<file path="config.mk">
export PLATFORM = sky130hd
export DESIGN_NAME = sdram_cmd_arbiter
export DESIGN_NICKNAME = d
export VERILOG_FILES = /design/src/rtl/sdram_cmd_arbiter.sv
export SDC_FILE = /design/constraint.sdc
export NUM_CORES = 1
export LEC_CHECK = 0
export CELL_PAD_IN_SITES_DETAIL_PLACEMENT = 2
export CELL_PAD_IN_SITES_GLOBAL_PLACEMENT = 2
export CORE_UTILIZATION = 12
export DETAILED_ROUTE_END_ITERATION = 10
export PLACE_DENSITY_LB_ADDON = 0.25
export SYNTH_ARGS = -nofsm -noshare
export SYNTH_HDL_FRONTEND = slang
export SYNTH_SLANG_ARGS = --single-unit
</file>
<file path="constraint.sdc">
create_clock -name sys_clk -period 2.89 [get_ports sys_clk]
set_input_delay 0.578 -clock sys_clk [delete_from_list [all_inputs] [get_ports sys_clk]]
set_output_delay 0.578 -clock sys_clk [all_outputs]
set_load 0.01 [all_outputs]
</file>
<file path="src/rtl/sdram_cmd_arbiter.sv">
// SDRAM command-bus sequencer/arbiter: holds the bus for init, then grants it to
// auto-refresh, self-refresh, write or read. Self-refresh is built in only with SDRAM_ARB_SREF_EN.
//
// state   | meaning
// --------+---------------------------------------------------
// S_INIT  | power-up init owns the bus, waiting for init_done
// S_ARB   | idle/arbitrating, NOP driven on the bus
// S_AREF  | auto-refresh module granted
// S_SREF  | self-refresh module granted (owns cke)
// S_WRITE | write module granted
// S_READ  | read module granted
module sdram_cmd_arbiter #(
  parameter logic [3:0] CMD_NOP = 4'b0111
) (
  input  logic        sys_clk,
  input  logic        sys_rst_n,
  input  logic        init_done,
  input  logic [3:0]  init_cmd,
  input  logic [1:0]  init_ba,
  input  logic [11:0] init_addr,
  input  logic        aref_req,
  input  logic        aref_done,
  input  logic [3:0]  aref_cmd,
  input  logic [1:0]  aref_ba,
  input  logic [11:0] aref_addr,
  input  logic        sref_req,
  input  logic        sref_done,
  input  logic [3:0]  sref_cmd,
  input  logic [1:0]  sref_ba,
  input  logic [11:0] sref_addr,
  input  logic        sref_cke,
  input  logic        wr_req,
  input  logic        wr_done,
  input  logic [3:0]  wr_cmd,
  input  logic [1:0]  wr_ba,
  input  logic [11:0] wr_addr,
  input  logic        rd_req,
  input  logic        rd_done,
  input  logic [3:0]  rd_cmd,
  input  logic [1:0]  rd_ba,
  input  logic [11:0] rd_addr,
  output logic        aref_en,
  output logic        sref_en,
  output logic        wr_en,
  output logic        rd_en,
  output logic        sdram_cke,
  output logic [3:0]  sdram_cmd,
  output logic [1:0]  sdram_ba,
  output logic [11:0] sdram_addr
);

  typedef enum logic [2:0] {
    S_INIT  = 3'd0,
    S_ARB   = 3'd1,
    S_AREF  = 3'd2,
    S_SREF  = 3'd3,
    S_WRITE = 3'd4,
    S_READ  = 3'd5
  } state_t;

  state_t state, state_nxt;
  logic   last_rw;  // 1: write was served last, 0: read

  always_ff @(posedge sys_clk or negedge sys_rst_n) begin
    if (!sys_rst_n) begin
      state   <= S_INIT;
      last_rw <= 1'b0;
    end else begin
      state <= state_nxt;
      if (state == S_ARB && state_nxt == S_WRITE)
        last_rw <= 1'b1;
      else if (state == S_ARB && state_nxt == S_READ)
        last_rw <= 1'b0;
    end
  end

  always_comb begin
    state_nxt = state;
    case (state)
      S_INIT: if (init_done) state_nxt = S_ARB;
      S_ARB: begin
        if (aref_req)
          state_nxt = S_AREF;
`ifdef SDRAM_ARB_SREF_EN
        else if (sref_req)
          state_nxt = S_SREF;
`endif
        else if (wr_req && rd_req)
          state_nxt = last_rw ? S_READ : S_WRITE;
        else if (wr_req)
          state_nxt = S_WRITE;
        else if (rd_req)
          state_nxt = S_READ;
      end
      S_AREF:  if (aref_done) state_nxt = S_ARB;
`ifdef SDRAM_ARB_SREF_EN
      S_SREF:  if (sref_done) state_nxt = S_ARB;
`endif
      S_WRITE: if (wr_done)   state_nxt = S_ARB;
      S_READ:  if (rd_done)   state_nxt = S_ARB;
      default: state_nxt = S_INIT;
    endcase
  end

  assign aref_en = (state == S_AREF);
  assign wr_en   = (state == S_WRITE);
  assign rd_en   = (state == S_READ);

`ifdef SDRAM_ARB_SREF_EN
  assign sref_en   = (state == S_SREF);
  assign sdram_cke = (state == S_SREF) ? sref_cke : 1'b1;
`else
  // Self-refresh pins kept for pin compatibility only.
  logic unused_sref;
  assign unused_sref = ^{sref_req, sref_done, sref_cmd, sref_ba, sref_addr, sref_cke};
  assign sref_en     = 1'b0;
  assign sdram_cke   = 1'b1;
`endif

  always_comb begin
    sdram_cmd  = CMD_NOP;
    sdram_ba   = 2'b00;
    sdram_addr = 12'h000;
    case (state)
      S_INIT:  begin sdram_cmd = init_cmd; sdram_ba = init_ba; sdram_addr = init_addr; end
      S_AREF:  begin sdram_cmd = aref_cmd; sdram_ba = aref_ba; sdram_addr = aref_addr; end
`ifdef SDRAM_ARB_SREF_EN
      S_SREF:  begin sdram_cmd = sref_cmd; sdram_ba = sref_ba; sdram_addr = sref_addr; end
`endif
      S_WRITE: begin sdram_cmd = wr_cmd;   sdram_ba = wr_ba;   sdram_addr = wr_addr;   end
      S_READ:  begin sdram_cmd = rd_cmd;   sdram_ba = rd_ba;   sdram_addr = rd_addr;   end
      default: ;
    endcase
  end

endmodule

</file>
==> flow_metrics.py <==
metrics = {
    "route": {
        "wl_per_cell_um": 15.4,
        "via_per_inst": 3.99,
        "wirelength_um": 4450,
        "ant_nets": 0,
        "drc": 0,
        "drt_iter0_drc": 17,
        "num_vias": 1152,
        "firstDrtPassIters": 4,
    },
    "synthesis": {
        "synth.top_cells.by_area": "mux2i_1 (40%), o22ai_2 (14%), dfrtp_1 (11%), buf_4 (5.9%), o22ai_1 (3.5%)",
        "ys.warnings.count": 0,
        "yosysTopAreaCellShare": 0.403,
        "synth-seq-area-share": 0.112,
        "ys_types": 26,
        "syn-num-nets": 196,
        "ys_ff_latch": 4,
        "avgSynthCellArea_um2": 9.52,
        "synth.largest_area_cell": "mux2i_1",
        "synthCells": 94,
        "syn_area_um2": 895,
    },
    "global_routing": {
        "overflow": 0,
        "track_usage": 0.108,
        "antenna_found_initial": 0,
        "grt_pass1_wl_um": 6510,
        "grt_max_degree": 17,
        "grt_pass1_vias": 1323,
    },
    "pwr": {
        "switching_share": 0.419,
        "clockPowerShare": 0.072,
        "power_frac_seq": 0.087,
        "leakage_nw": 0.732,
        "power_frac_comb": 0.842,
        "ir_worst_vdd_uv": 266,
        "p_sw_mw": 0.674,
        "p_int_mw": 0.934,
        "power_density_nw_per_um2": 796,
    },
    "sta": {
        "timing.hold.ws_ns": 0.506,
        "hold_violations": 0,
        "slew_headroom": 0.473,
        "min_period_over_period": 0.937,
        "max_freq_ghz": 0.369,
        "tightest_slew_ns": 0.790,
        "drv_slew": 0,
        "fin_crit_ns": 2.71,
        "setup_viol": 0,
        "rsz0062_at_grt": "false",
        "fin_worst_skew_ns": 0.000414,
        "tns_ns": 0,
    },
    "cells_and_area": {
        "diodes": 0,
        "final_layout_size_suffix_gt1_frac": 0.105,
        "areaGrowthSynthToFinish_pct": 126,
        "final_nets": 294,
        "final_area_um2": 2020,
        "n_fill_cell": 845,
    },
    "flow_run": {
        "maxCapViolCount": 0,
    },
    "setup_path": {
        "arrival_ns": 2.13,
        "cp_slowest_cell": "or2_1",
        "slowest_delay_ns": 0.68,
        "crit_type": "reg2out",
        "cp-end-kind": "primary output",
        "crit_fanout": 15,
        "cp-start-kind": "register",
        "crit_path_cell_trace": "or2_1, o22ai_1, clkdlybuf4s50_1",
        "critical_path.top_delay_family": "simple AND/OR/NAND/NOR gates",
        "required_ns": 2.31,
        "crit_buf_inv": 1,
    },
    "floorplanning": {
        "initial_utilization": 0.124,
        "ioPinCount": 125,
        "die_area_um2": 7800,
        "fp-row-count": 31,
        "die_h_um": 88.3,
        "fp.coreArea_um2": 7210,
        "die_w_um": 88.3,
    },
    "worst_hold_path": {
        "hp-class": "reg2reg",
    },
    "placed_design": {
        "routabilityCongestion": 0.717,
        "io_buffer_count": 101,
        "placed_area_um2": 1980,
        "dp_hpwl_um": 3750,
    },
    "cts": {
        "cts_htree_levels": 1,
        "cts_made_buffers": 3,
        "clk_pin_slew_ns": 0.03,
        "post_cts_buffers": 0,
        "cts_num_sinks": 4,
        "cts_hold_buf": 0,
        "cts_tree": "built",
        "clock_path_buffers": 2,
        "insertion_delay_ns": 0.21,
        "cts-resized-gates": 0,
        "root_buffer": "clkbuf_8",
    },
    "run_status": {
        "status": "completed",
    },
}
[worst register-to-register path, delay by kind of cell, from the launching register on]
kind             cells  cell delay [ns]
flip-flops           1             0.53
AND/OR/NAND/NOR      1             0.42
AO/OA/AOI/OAI        2             0.28
[state kept, by name (all words and copies together) (netlist names)]
signal / cells
last_rw: 1
state: 3
[synth_stat cells]
library cell,n
a21oi_1,3
a221o_1,1
a22oi_1,3
a31oi_1,1
and2_1,1
buf_2,3
buf_4,7
buf_6,1
buf_8,1
conb_1,2
dfrtp_1,4
mux2_2,1
mux2i_1,36
nand2_1,2
nand2b_1,1
nand3b_1,1
nor2_1,2
nor2b_1,1
nor3b_1,1
nor4b_4,1
o21ai_0,3
o22ai_1,5
o22ai_2,10
or2_1,1
or3b_1,1
or3b_2,1
[metal layers]
layer / track usage / wire length [um] / vias up
li1: - / - / 550
met1: 0.113 / 1560 / 551
met2: 0.224 / 2620 / 49
met3: 0.0159 / 247 / 2
met4: 0.0220 / 23 / 0
met5: 0 / 0 / -
[per-stage QoR]
step                setup WS [ns]   util  total power [mW]  instances
global placement            0.377  0.274              1.50        286
global route              0.00891  0.280              1.73        289
CTS                         0.126  0.280              1.66        289
finish                      0.183  0.280              1.61        289
detailed placement          0.362  0.274              1.53        286
floorplan                    1.16      -             0.948         94
[area by class of cell]
cell class	instances	area, um2	area share
Tap cell	99	124	0.0613
Timing Repair Buffer	105	1050	0.522
Clock buffer	3	41.3	0.0204
Sequential cell	4	100	0.0496
Multi-Input combinational cell	78	701	0.347
[power groups by stage]
stage | clock, mW | combinational (mW) | sequential [mW]
6_report | 0.115 | 1.35 | 0.139
5_1_grt | 0.124 | 1.46 | 0.150
4_1_cts | 0.118 | 1.40 | 0.141
3_5_place_dp | 0 | 1.39 | 0.141
3_3_place_gp | 0 | 1.37 | 0.138
2_1_floorplan | 0 | 0.843 | 0.105
[logic make-up (layout without fill, tap and decap cells)]
group	after synthesis	after routing	share of synthesized area
AOI/OAI and AO/OA	26	26	0.252
buffers and inverters	12	108	0.105
muxes	37	37	0.415
other	2	2	0.00839
and+or+nand+nor	13	13	0.108
DFF	4	4	0.112
[worst paths after layout]
path / start / end / slack (ns) / cells past startpoint
worst max-delay path: state[2] / sdram_cmd[3] / 0.18 / 3
worst min-delay path: last_rw / last_rw / 0.51 / 1
worst max register to register: state[1] / state[2] / 1.57 / 3
worst min register to register: last_rw / last_rw / 0.51 / 1
max in group asynchronous: sys_rst_n / state[0] / 2.14 / 1
min in group asynchronous: sys_rst_n / last_rw / 0.58 / 1
[cells in the final DEF, fill, tap and decap left out]
| cell | Yosys | layout |
|---|---|---|
| a21oi_1 | 3 | 3 |
| a221o_1 | 1 | 1 |
| a22oi_1 | 3 | 3 |
| a31oi_1 | 1 | 1 |
| and2_1 | 1 | 1 |
| buf_12 | 0 | 1 |
| buf_4 | 7 | 3 |
| clkbuf_8 | 0 | 3 |
| clkdlybuf4s50_1 | 0 | 101 |
| conb_1 | 2 | 2 |
| dfrtp_1 | 4 | 4 |
| mux2_2 | 1 | 1 |
| mux2i_1 | 36 | 36 |
| nand2_1 | 2 | 2 |
| nand2b_1 | 1 | 1 |
| nand3b_1 | 1 | 1 |
| nor2_1 | 2 | 2 |
| nor2b_1 | 1 | 1 |
| nor3b_1 | 1 | 1 |
| nor4b_4 | 1 | 1 |
| o21ai_0 | 3 | 3 |
| o22ai_1 | 5 | 5 |
| o22ai_2 | 10 | 10 |
| or2_1 | 1 | 1 |
| or3b_1 | 1 | 1 |
| or3b_2 | 1 | 1 |
No activity file was read; power rests on OpenSTA's default activity.
